===== src/rtl/multicycle_control.sv =====
// ----------------------------------------------------------------------------
// multicycle_control: FETCH/DECODE/EXEC/MEM/WB sequencer with datapath enables
// Revision: 1.0
// ----------------------------------------------------------------------------
`default_nettype none

module multicycle_control #(
  parameter int MCODEBITS = 3,
  parameter int OPWIDTH   = 3,
  parameter int CNTW      = 16
) (
  input  logic                 Clk,
  input  logic                 Reset_n,
  input  logic                 Start,
  input  logic                 Halt,
  input  logic [MCODEBITS-1:0] instr,
  input  logic                 MemReady,
  output logic                 IRWrite,
  output logic                 PCWrite,
  output logic                 Branch,
  output logic                 MemRead,
  output logic                 MemWrite,
  output logic                 MemtoReg,
  output logic                 ALUSrc,
  output logic                 RegWrite,
  output logic [OPWIDTH-1:0]   ALUOp,
  output logic                 Done,
  output logic [CNTW-1:0]      CycleCount,
  output logic [CNTW-1:0]      InstrCount
);

  typedef enum logic [2:0] {
    S_IDLE   = 3'd0,
    S_FETCH  = 3'd1,
    S_DECODE = 3'd2,
    S_EXEC   = 3'd3,
    S_MEM    = 3'd4,
    S_WB     = 3'd5,
    S_DONE   = 3'd6
  } state_t;

  localparam logic [2:0] c_OP_LW     = 3'b000;
  localparam logic [2:0] c_OP_SW     = 3'b001;
  localparam logic [2:0] c_OP_SET    = 3'b101;
  localparam logic [2:0] c_OP_BRANCH = 3'b111;
  localparam logic [OPWIDTH-1:0] c_ALU_DEFAULT = OPWIDTH'(3'b010);
  localparam logic [OPWIDTH-1:0] c_ALU_BRANCH  = OPWIDTH'(3'b111);

  state_t                 r_state;
  state_t                 w_next;
  logic [MCODEBITS-1:0]   r_op;
  logic [CNTW-1:0]        r_cyc_cnt;
  logic [CNTW-1:0]        r_ins_cnt;
  logic [2:0]             w_op3;
  logic                   w_nop;
  logic [OPWIDTH-1:0]     w_alu_op;
  logic                   w_is_lw;
  logic                   w_is_sw;
  logic                   w_is_set;

  // Opcodes beyond the 3-bit map only exist when the field is wider than 3 bits
  generate
    if (MCODEBITS > 3) begin : g_nop_wide
      assign w_nop = |r_op[MCODEBITS-1:3];
    end else begin : g_nop_narrow
      assign w_nop = 1'b0;
    end
  endgenerate

  assign w_op3    = 3'(r_op);
  assign w_alu_op = OPWIDTH'(w_op3);
  assign w_is_lw  = !w_nop && (w_op3 == c_OP_LW);
  assign w_is_sw  = !w_nop && (w_op3 == c_OP_SW);
  assign w_is_set = !w_nop && (w_op3 == c_OP_SET);

  always_ff @(posedge Clk or negedge Reset_n) begin
    if (!Reset_n) begin
      r_state <= S_IDLE;
      r_op    <= '0;
    end else begin
      r_state <= w_next;
      if (r_state == S_FETCH && !Halt) begin
        r_op <= instr;
      end
    end
  end

  always_comb begin
    w_next   = r_state;
    IRWrite  = 1'b0;
    PCWrite  = 1'b0;
    Branch   = 1'b0;
    MemRead  = 1'b0;
    MemWrite = 1'b0;
    MemtoReg = 1'b0;
    ALUSrc   = 1'b0;
    RegWrite = 1'b0;
    Done     = 1'b0;
    ALUOp    = c_ALU_DEFAULT;
    case (r_state)
      S_IDLE: begin
        if (Start) w_next = S_FETCH;
      end
      S_FETCH: begin
        if (Halt) begin
          w_next = S_DONE;
        end else begin
          IRWrite = 1'b1;
          w_next  = S_DECODE;
        end
      end
      S_DECODE: begin
        w_next = S_EXEC;
      end
      S_EXEC: begin
        if (w_nop) begin
          PCWrite = 1'b1;
          w_next  = S_FETCH;
        end else begin
          ALUOp = w_alu_op;
          case (w_op3)
            c_OP_LW, c_OP_SW: w_next = S_MEM;
            c_OP_SET: begin
              ALUSrc = 1'b1;
              w_next = S_WB;
            end
            c_OP_BRANCH: begin
              Branch  = 1'b1;
              PCWrite = 1'b1;
              ALUOp   = c_ALU_BRANCH;
              w_next  = S_FETCH;
            end
            default: w_next = S_WB;
          endcase
        end
      end
      S_MEM: begin
        // Request stays asserted until the memory acknowledges
        MemRead  = w_is_lw;
        MemWrite = w_is_sw;
        if (MemReady) begin
          if (w_is_lw) begin
            w_next = S_WB;
          end else begin
            PCWrite = 1'b1;
            w_next  = S_FETCH;
          end
        end
      end
      S_WB: begin
        RegWrite = 1'b1;
        PCWrite  = 1'b1;
        MemtoReg = w_is_lw;
        ALUOp    = w_alu_op;
        ALUSrc   = w_is_set;
        w_next   = S_FETCH;
      end
      S_DONE: begin
        Done = 1'b1;
        if (Start) w_next = S_FETCH;
      end
      default: w_next = S_IDLE;
    endcase
  end

  always_ff @(posedge Clk or negedge Reset_n) begin
    if (!Reset_n) begin
      r_cyc_cnt <= '0;
      r_ins_cnt <= '0;
    end else begin
      if (r_state != S_IDLE && r_state != S_DONE && r_cyc_cnt != '1) begin
        r_cyc_cnt <= r_cyc_cnt + CNTW'(1);
      end
      if (PCWrite && r_ins_cnt != '1) begin
        r_ins_cnt <= r_ins_cnt + CNTW'(1);
      end
    end
  end

  assign CycleCount = r_cyc_cnt;
  assign InstrCount = r_ins_cnt;

endmodule

`default_nettype wire


===== config.mk =====
export PLATFORM = sky130hd
export DESIGN_NAME = multicycle_control
export DESIGN_NICKNAME = d
export VERILOG_FILES = /design/src/rtl/multicycle_control.sv
export SDC_FILE = /design/constraint.sdc
export NUM_CORES = 1
export LEC_CHECK = 0
export BUFFER_PORTS_ARGS = -buffer_cell sky130_fd_sc_hd__buf_2
export CORE_MARGIN = 5
export CORE_UTILIZATION = 47
export DETAILED_ROUTE_END_ITERATION = 16
export PLACE_DENSITY = 0.76
export SYNTH_ARGS = -nofsm -noshare
export SYNTH_HDL_FRONTEND = slang
export SYNTH_SLANG_ARGS = --single-unit
export TNS_END_PERCENT = 1

===== constraint.sdc =====
create_clock -name Clk -period 1.5 [get_ports Clk]
set_input_delay 0.3 -clock Clk [delete_from_list [all_inputs] [get_ports Clk]]
set_output_delay 0.3 -clock Clk [all_outputs]
set_load 0.005 [all_outputs]

==> impl_results.md, run 1 <==
* Setup Skew at 7.28 ps
* Worst vdd ir at 0.984 mV
* Yosys cell types at 38
* Core footprint at 3970 sq um
* Slew HR at 73.1%
* CTS Buf Count at 5
* RSZ-0062 raised after global routing: true
* I/O pins at 52
* Post-layout min period at 1790 ps
* Met2 Use GR at 34.5%
* CTS Root Cell: clkbuf_8
* Worst Path Arrival at 1490 ps
* # fillers at 295
* DR vias at 1,806
* Kind of critical path: reg -> out
* Final Cycle Share at 119%
* Failing checks: negative setup slack
* Share of Yosys cell area claimed by the top area cell type at 49.7%
* CP Capture Type: output pin
* Finished Layout Cells at 348
* Flop2flop setup slack at -200 ps
* Global route overflow at 0
* Syn nets at 198
* Placed Cells at 334
* Hold Violations, Final at 0
* Worst-margin pin slew at 403 ps
* Area contributors post-synth: dfrtp_1, xnor2_1, nand4_1
* CTS tree: built
* Post-route DRC at 0
* CTS Buffer Depth at 2
* HP Class: in -> reg
* Critical path peak fanout at 3
* DR pass1 iterations at 4
* Final-report max-slew violation count at 0
* Die Area at 5450 sq um
* Vias in the first global route at 1,790
* Clock Sinks at 38
* Post-synthesis simple-gate area fraction at 24.3%
* Cells after Synth at 188
* Routed length per instance at 14.6 um
* Max Freq at 0.559 GHz
* CP startpoint kind: register
* Status: finished with violations
* Largest net degree at the start of global routing at 24
* Area after DPL at 2630 sq um
* Fraction of layout cells with a size suffix above 1 at 50.7%
* Number of synthesis warnings at 0
* Port bufs at 51
* WP data required at 1200 ps
* Layout Nets at 307
* GPL Wtd Cong at 0.814
* Power Dens Cells at 1550 nW/um^2
* Register area share after synthesis at 49.7%
* Area share of fa/ha/maj cells after synthesis at 1.31%
* GRT met3 Usage at 4.38%
* Mapped cell area at 1910 sq um
* Chip height at 73.8 um
* GRT Util Overall at 19.6%
* First-pass GRT wire length at 8120 um
* FP Rows at 23
* Most used routing layer in global routing: met2
* Worst-path clk slew at 70 ps
* Global-route track usage on met1 at 23.1%
* Compound-Gate Fraction of Synth Area at 5.04%
* Drt initial violations at 86
* Seq cells post-synth at 38
* Cell area after layout at 2890 sq um
* Leakage power at 1.49 nW
* Placed wire-length estimate at 3740 um
* Die Span X at 73.8 um
* # diodes at 0
* Final setup margin at -289 ps
* Initial antenna violation count at 0
* Post-Synth XOR/XNOR Area at 14.1%
* Max_cap viols at 0
* Worst-skew pair later-pin latency at 290 ps
* Via-to-Cell Ratio at 5.19
* Synth area leader: dfrtp_1
* Multiplexer area fraction after synthesis at 2.94%
* WL final at 5080 um
* H-tree levels at 2
* Main combinational cell family by area after synthesis: simple AND/OR/NAND/NOR gates
* Layout area overhead at 50.9%
* Post-layout power at 4.48 mW
* Syn_area_per_cell at 10.2 sq um
* Starting Density at 48.2%
* DRT antenna net count at 0
* Endpoints failing setup at 34
## worst paths after layout
check                               start              to  cells after the start
min in group asynchronous         Reset_n   CycleCount[0]                      2
max                               r_op[2]         PCWrite                      5
max reg2reg                       r_op[2]   InstrCount[1]                      7
min reg2reg                CycleCount[15]  CycleCount[15]                      1
max in group asynchronous         Reset_n  CycleCount[12]                      3
min                              instr[1]         r_op[1]                      2
## critical path: stages (launching register included)
cell and delay, ps:
dfrtp_1 390, buf_6 120, o31a_1 300, o21ai_2 170, nand2_1 90, buf_2 140
## routing by layer
layer	part of all wire, %	up-vias
met4	2.1	0
met2	53	55
met3	5.2	10
met5	0	-
met1	39	863
li1	-	878
## registers in the layout, indices dropped and copies added, names as in the netlist
register    flops
CycleCount     16
InstrCount     16
r_op            3
r_state         3
## placed cells by master, fill, tap and decap left out, types with 2 or more instances in the layout
master	netlist	routed
nand3_1	9	6
nand4_1	17	17
or3_4	2	3
nand2_1	19	15
nor3_1	5	3
xor2_1	9	9
and3_1	5	4
nand3_2	0	3
clkbuf_8	0	6
xnor2_1	20	19
buf_12	0	2
mux2_2	5	4
buf_6	0	7
inv_1	9	7
buf_2	1	49
nor2_2	0	6
ha_2	0	2
inv_2	0	2
a21oi_1	3	3
nor2_1	16	10
o21ai_2	1	2
o21ai_0	4	4
and3_4	0	2
nor3_2	1	2
nand2_2	0	3
buf_4	1	46
dfrtp_1	38	37
## cells in the mapped netlist
library cell   n
a21boi_0       1
a21o_1         1
a21oi_1        3
a21oi_2        1
and2b_1        1
and2b_2        1
and3_1         5
and3_2         2
and4_1         1
and4b_1        1
buf_2          1
buf_4          1
clkbuf_1       1
dfrtp_1       38
ha_1           2
inv_1          9
mux2_2         5
nand2_1       19
nand3_1        9
nand3b_1       1
nand4_1       17
nor2_1        16
nor3_1         5
nor3_2         1
nor4_1         2
nor4b_1        1
o21ai_0        4
o21ai_1        1
o21ai_2        1
o221ai_1       1
o22ai_1        1
o31a_1         1
or2b_1         1
or3_1          1
or3_4          2
xnor2_1       20
xor2_1         9
xor2_2         1
## through the flow
step | worst slack (ps) | hold slack (ps) | TNS (ps) | util (%)
CTS | -323 | 243 | -2710 | 70.7
detailed placement | -53.7 | 249 | -278 | 66.1
finish | -289 | 252 | -4250 | 72.7
global placement | -17.3 | 241 | -39.2 | 66.1
global route | -359 | 248 | -7110 | 72.7
floorplan | -22.9 | 4.41 | -177 | -
## area by class of cell
class                   instances  area, sq um  share of cell area [%]
multi-input cells             138         1030                    35.6
flip-flops and latches         38          952                    33.0
repair buffers                105          719                    24.9
clock buffers                   7         86.3                    2.99
well taps                      50         62.6                    2.17
inverters                       9         33.8                    1.17
clock inverters                 1         5.00                   0.173
## where the power goes
| group | total [mW] | internal, mW | switching [mW] |
|---|---|---|---|
| registers | 1.46 | 1.27 | 0.198 |
| clock network | 0.713 | 0.371 | 0.342 |
| logic | 2.30 | 1.23 | 1.07 |
## timing repair
item / CTS / global route
resized for setup: 15 / 18
hold endpoints to repair: 15 / 0
setup endpoints to repair: 23 / 47
pin swaps: 13 / 17
hold buffers: 1 / 0
setup buffers: 3 / 2
## logic make-up (layout without fill, tap and decap cells)
family / after synthesis / count (layout)
buffers and inverters: 12 / 122
AND/OR/NAND/NOR: 86 / 86
AO/OA/AOI/OAI: 15 / 15
flip-flops: 38 / 38
XOR/XNOR: 30 / 30
multiplexers: 5 / 5
adder cells (fa/ha/maj): 2 / 2
(Power assumes the default switching activity.)
==> run 2, diff against run 1 <==
--- a/config.mk
+++ b/config.mk
@@ -9,7 +9,7 @@
 export CORE_MARGIN = 5
 export CORE_UTILIZATION = 47
 export DETAILED_ROUTE_END_ITERATION = 16
-export PLACE_DENSITY = 0.76
+export PLACE_DENSITY_LB_ADDON = 0.1
 export SYNTH_ARGS = -nofsm -noshare
 export SYNTH_HDL_FRONTEND = slang
 export SYNTH_SLANG_ARGS = --single-unit
==> impl_results.md, run 2 (synthesized netlist as in run 1, its figures left out) <==
* Die Area at 5450 sq um (unchanged)
* First-pass GRT wire length at 7790 um (-4.1%)
* Power Dens Cells at 1530 nW/um^2 (-1.6%)
* Endpoints failing setup at 19 (-44%)
* Starting Density at 48.2% (unchanged)
* Layout area overhead at 48.1%
* Core footprint at 3970 sq um (unchanged)
* Fraction of layout cells with a size suffix above 1 at 49.7% (-1.0 points)
* DR vias at 1,740 (-3.7%)
* H-tree levels at 2 (unchanged)
* Max_cap viols at 0 (unchanged)
* Leading cell type in the layout, fill and taps excluded: buf_2
* Worst vdd ir at 1.20 mV (+22%)
* Post-layout power at 4.32 mW (-3.5%)
* Worst Path Arrival at 1480 ps (about the same)
* I/O pins at 52 (unchanged)
* Most frequent cells in the layout: buf_2, buf_4, dfrtp_1
* FP Rows at 23 (unchanged)
* Largest net degree at the start of global routing at 23 (-4.2%)
* Global route overflow at 0 (unchanged)
* Final setup margin at -285 ps (+4.66 ps)
* Setup Skew at 5.01 ps (-2.27 ps)
* Worst-path clk slew at 70 ps (about the same)
* DR pass1 iterations at 4 (unchanged)
* CP max-delay cell: dfrtp_1
* CP top delay family: simple AND/OR/NAND/NOR gates
* Kind of critical path: reg -> out
* CP Capture Type: output pin
* Post-route DRC at 0 (unchanged)
* Dpl ws at -73.7 ps (-20.0 ps)
* WL final at 4700 um (-7.5%)
* Die Span X at 73.8 um (unchanged)
* Final-report max-slew violation count at 0 (unchanged)
* Largest stage delay, worst path at 400 ps (about the same)
* Leakage power at 1.45 nW (-2.7%)
* Hold WS at 242 ps (-10.2 ps)
* Failing checks: negative setup slack
* Post-layout min period at 1780 ps (-4.65 ps)
* RSZ-0062 raised after global routing: true
* Worst-margin pin slew at 437 ps (+34.0 ps)
* Routed length per instance at 13.7 um (-6.4%)
* WP data required at 1200 ps (about the same)
* Critical path peak fanout at 4 (+1)
* GPL Wtd Cong at 0.822 (+1.0%)
* CP Buf/Inv Count at 2 (unchanged)
* # diodes at 0 (unchanged)
* CP startpoint kind: register
* Via-to-Cell Ratio at 5.06 (-2.5%)
* HP Class: in -> reg
* Clock Sinks at 38 (unchanged)
* CP Cell Sequence: buf_6 > or3_4 > nor4_4 > buf_2
* Port bufs at 51 (unchanged)
* Drt initial violations at 52 (-40%)
* CTS Root Cell: clkbuf_8
* GRT Util Overall at 18.7% (-0.94 points)
* Initial antenna violation count at 0 (unchanged)
* Vias in the first global route at 1,707 (-4.6%)
* Max Freq at 0.560 GHz (+0.26%)
* DRT antenna net count at 0 (unchanged)
* Worst-skew pair later-pin latency at 290 ps (about the same)
* Slew HR at 70.9% (-2.3 points)
* Chip height at 73.8 um (unchanged)
* CTS tree: built
* Hold Violations, Final at 0 (unchanged)
* Placed wire-length estimate at 3500 um (-6.4%)
* Status: finished with violations
* CTS Buffer Depth at 2 (unchanged)
* CTS Buf Count at 5 (unchanged)
* Layout Nets at 303 (-1.3%)
* Final Cycle Share at 119% (-0.31 points)
-- run 2: metal layers --
layer | vias to the layer above | GRT usage [%] | share of wire [%]
li1 | 867 | - | -
met1 | 819 | 23.2 | 42
met2 | 44 | 31.4 | 51
met3 | 10 | 4.51 | 5.3
met4 | 0 | 6.84 | 2.0
met5 | - | 0 | 0
-- run 2: layout make-up --
cell class,count,area [sq um]
inverters,9,33.8
flip-flops and latches,38,952
well taps,50,62.6
multi-input cells,138,1010
clock inverters,2,12.5
repair buffers,101,679
fillers,323,1140
clock buffers,6,82.6
-- run 2: what timing repair did --
| item | CTS | global route |
|---|---|---|
| hold buffers | 1 | 0 |
| resized for setup | 15 | 13 |
| buffers inserted | 0 | 1 |
| setup endpoints to repair | 28 | 46 |
| hold endpoints to repair | 16 | 0 |
| pin swaps | 8 | 12 |
-- run 2: final timing paths --
check	start	endpoint	slack [ps]	depth (start not counted)
worst max register to register	InstrCount[1]	InstrCount[1]	-70	6
min in group asynchronous	Reset_n	CycleCount[1]	480	2
worst min register to register	CycleCount[15]	CycleCount[15]	500	1
worst max-delay path	r_op[1]	MemRead	-280	4
worst min-delay path	instr[0]	r_op[0]	240	2
max in group asynchronous	Reset_n	InstrCount[11]	560	3
-- run 2: metrics by stage --
| stage | utilization (%) | area, sq um | TNS (ps) | instances |
|---|---|---|---|---|
| 2_1_floorplan | - | 1940 | -177 | 188 |
| 3_3_place_gp | 66.1 | 2630 | -104 | 334 |
| 6_report | 71.4 | 2830 | -2380 | 344 |
| 3_5_place_dp | 66.1 | 2630 | -241 | 334 |
| 4_1_cts | 70.2 | 2790 | -2650 | 343 |
| 5_1_grt | 71.4 | 2830 | -5270 | 344 |
-- run 2: power breakdown --
group | internal [mW] | switching [mW]
Clock | 0.369 | 0.366
Sequential | 1.27 | 0.202
Combinational | 1.11 | 1.01
==> run 3, diff against run 2 <==
--- a/config.mk
+++ b/config.mk
@@ -7,9 +7,10 @@
 export LEC_CHECK = 0
 export BUFFER_PORTS_ARGS = -buffer_cell sky130_fd_sc_hd__buf_2
 export CORE_MARGIN = 5
-export CORE_UTILIZATION = 47
+export CORE_UTILIZATION = 35
 export DETAILED_ROUTE_END_ITERATION = 16
 export PLACE_DENSITY_LB_ADDON = 0.1
+export SETUP_SLACK_MARGIN = 0.05
 export SYNTH_ARGS = -nofsm -noshare
 export SYNTH_HDL_FRONTEND = slang
 export SYNTH_SLANG_ARGS = --single-unit
==> impl_results.md, run 3 (synthesized netlist as in run 1, its figures left out) <==
* Most frequent cells in the layout: buf_2, buf_4, dfrtp_1
* Worst reg2reg path endpoint: InstrCount[1]
* DR pass1 iterations at 4 (unchanged)
* DRT antenna net count at 0 (unchanged)
* Kind of critical path: reg -> out
* Reg area at 952 sq um (unchanged)
* Leakage power at 1.49 nW (+3.0%)
* Met2 Use GR at 23.4% (-8.0 points)
* Vias in the first global route at 1,828 (+7.1%)
* Port bufs at 51 (unchanged)
* Max_cap viols at 0 (unchanged)
* Worst-case reg-to-reg path depth at 4 (-2)
* GRT met3 Usage at 3.65% (-0.86 points)
* Placed Cells at 360 (+7.8%)
* DR vias at 1,736 (-0.23%)
* GPL Wtd Cong at 0.768 (-6.6%)
* Worst-margin pin slew at 387 ps (-49.8 ps)
* CP startpoint kind: register
* FP Rows at 27 (+17%)
* I/O pins at 52 (unchanged)
* Post-route DRC at 0 (unchanged)
* Largest net degree at the start of global routing at 39 (+70%)
* Via-to-Cell Ratio at 4.70 (-7.0%)
* CP max-delay cell: dfrtp_1
* Worst-skew pair later-pin latency at 290 ps (about the same)
* CP Buf/Inv Count at 2 (unchanged)
* CTS tree: built
* CP Capture Type: output pin
* CP top delay family: simple AND/OR/NAND/NOR gates
* Finished Layout Cells at 369 (+7.3%)
* CTS Root Cell: clkbuf_8
* Hold WS at 241 ps (-1.33 ps)
* Hold Violations, Final at 0 (unchanged)
* GRT Util Overall at 14.8% (-3.9 points)
* Drt initial violations at 43 (-17%)
* Flop2flop setup slack at -150 ps (-80 ps)
* RSZ-0062 raised after global routing: true
* CTS Buf Count at 5 (unchanged)
* Initial antenna violation count at 0 (unchanged)
* Worst-path clk slew at 80 ps (about the same)
* # diodes at 0 (unchanged)
* Slew HR at 74.1% (+3.3 points)
* First-pass GRT wire length at 8620 um (+11%)
* Multi-input gate area at 1030 sq um (+1.9%)
* Final-report max-slew violation count at 0 (unchanged)
* Leading cell type in the layout, fill and taps excluded: buf_2
* Chip height at 83.9 um (+14%)
* Hold EP: r_op[1]
* Core footprint at 5410 sq um (+36%)
* CP Cell Sequence: buf_4 > or3_4 > nor4_4 > buf_2
* Endpoints failing setup at 32 (+13)
* Final setup margin at -289 ps (-4.70 ps)
* Critical path peak fanout at 3 (-1)
* HP Class: in -> reg
* Fraction of layout cells with a size suffix above 1 at 47.5% (-2.2 points)
* Global-route track usage on met1 at 20.3% (-2.9 points)
* CTS Buffer Depth at 2 (unchanged)
* H-tree levels at 2 (unchanged)
* Worst hold start: instr[1]
* Layout area overhead at 52.1%
* WL final at 4820 um (+2.5%)
* Largest stage delay, worst path at 400 ps (about the same)
* Post-CTS Setup Bufs at 0 (unchanged)
* Die Area at 7040 sq um (+29%)
* Most used routing layer in global routing: met2
* Status: finished with violations
* Max Freq at 0.559 GHz (-0.26%)
* Post-layout min period at 1790 ps (+4.70 ps)
* Routed length per instance at 13.1 um (-4.4%)
* R2R Path Start: r_state[1]
* Final Cycle Share at 119% (+0.31 points)
* Failing checks: negative setup slack
* Post-layout power at 4.47 mW (+3.3%)
* Setup TNS Final at -3630 ps (-1250 ps)
* Placed wire-length estimate at 3610 um (+3.0%)
* WHS Path Cells at 2 (unchanged)
* Cell area after layout at 2910 sq um (+2.6%)
* Die Span X at 83.9 um (+14%)
* Crit path depth at 4 (unchanged)
* Setup Skew at 4.41 ps (-0.602 ps)
* # fillers at 509 (+58%)
* Power Dens Cells at 1540 nW/um^2 (+0.68%)
* Worst Path Arrival at 1490 ps (about the same)
* WP data required at 1200 ps (about the same)
* Clock Sinks at 38 (unchanged)
* Global route overflow at 0 (unchanged)
* Layout Nets at 306 (+0.99%)
* Worst vdd ir at 0.918 mV (-24%)
* Area after DPL at 2680 sq um (+2.1%)
* Starting Density at 35.4% (-13 points)
## run 3: cell types whose count changed in the layout (fill, tap and decap cells not counted), sizes merged
| cell | change |
|---|---|
| buf | +3 |
| clkbuf | +2 |
| clkinv | -1 |
| clkinvlp | -1 |
## run 3: report_power, final
group	total, mW	internal, mW	switching, mW	leakage, nW
registers	1.46	1.27	0.195	0.498
clock network	0.833	0.465	0.369	0.0575
logic	2.17	1.13	1.04	0.936
total	4.47	2.86	1.61	1.49
## run 3: area by class of cell
| class | instances | share of cell area [%] |
|---|---|---|
| Multi-Input combinational cell | 138 | 35.4 |
| Tap cell | 72 | 3.10 |
| Clock buffer | 8 | 3.78 |
| Sequential cell | 38 | 32.7 |
| Inverter | 9 | 1.25 |
| Timing Repair Buffer | 104 | 23.7 |
## run 3: metal layers
| layer | up-vias | wire length, um |
|---|---|---|
| met2 | 38 | 2280 |
| met4 | 0 | 38 |
| met1 | 822 | 2280 |
| li1 | 871 | - |
| met5 | - | 0 |
| met3 | 5 | 223 |
## run 3: worst max-delay path by stage
stage	endpoint	slack (ps)	from
5_1_grt	MemRead	-370	r_op[2]
4_1_cts	MemRead	-340	r_op[2]
3_5_place_dp	InstrCount[1]	-120	InstrCount[1]
2_1_floorplan	InstrCount[12]	-20	r_op[1]
6_report	MemRead	-290	r_op[1]
3_3_place_gp	InstrCount[12]	-110	r_op[1]
## run 3: what timing repair did
item	4_1_cts	5_1_grt
hold buffers	1	0
pin swaps	10	3
endpoints found under the setup margin	44	47
hold endpoints to repair	38	0
gates resized for setup	11	13
## run 3: worst reg2reg max path, cell delays in order, from the launching register on
cell	delay (ps)
dfrtp_2	460
and2b_2	260
o21ai_2	80
a21oi_4	350
mux2_2	380
## run 3: stage by stage
stage	setup slack [ps]	utilization [%]
2_1_floorplan	-17.3	-
3_3_place_gp	-114	49.6
3_5_place_dp	-120	49.6
4_1_cts	-345	52.6
5_1_grt	-372	53.8
6_report	-289	53.8
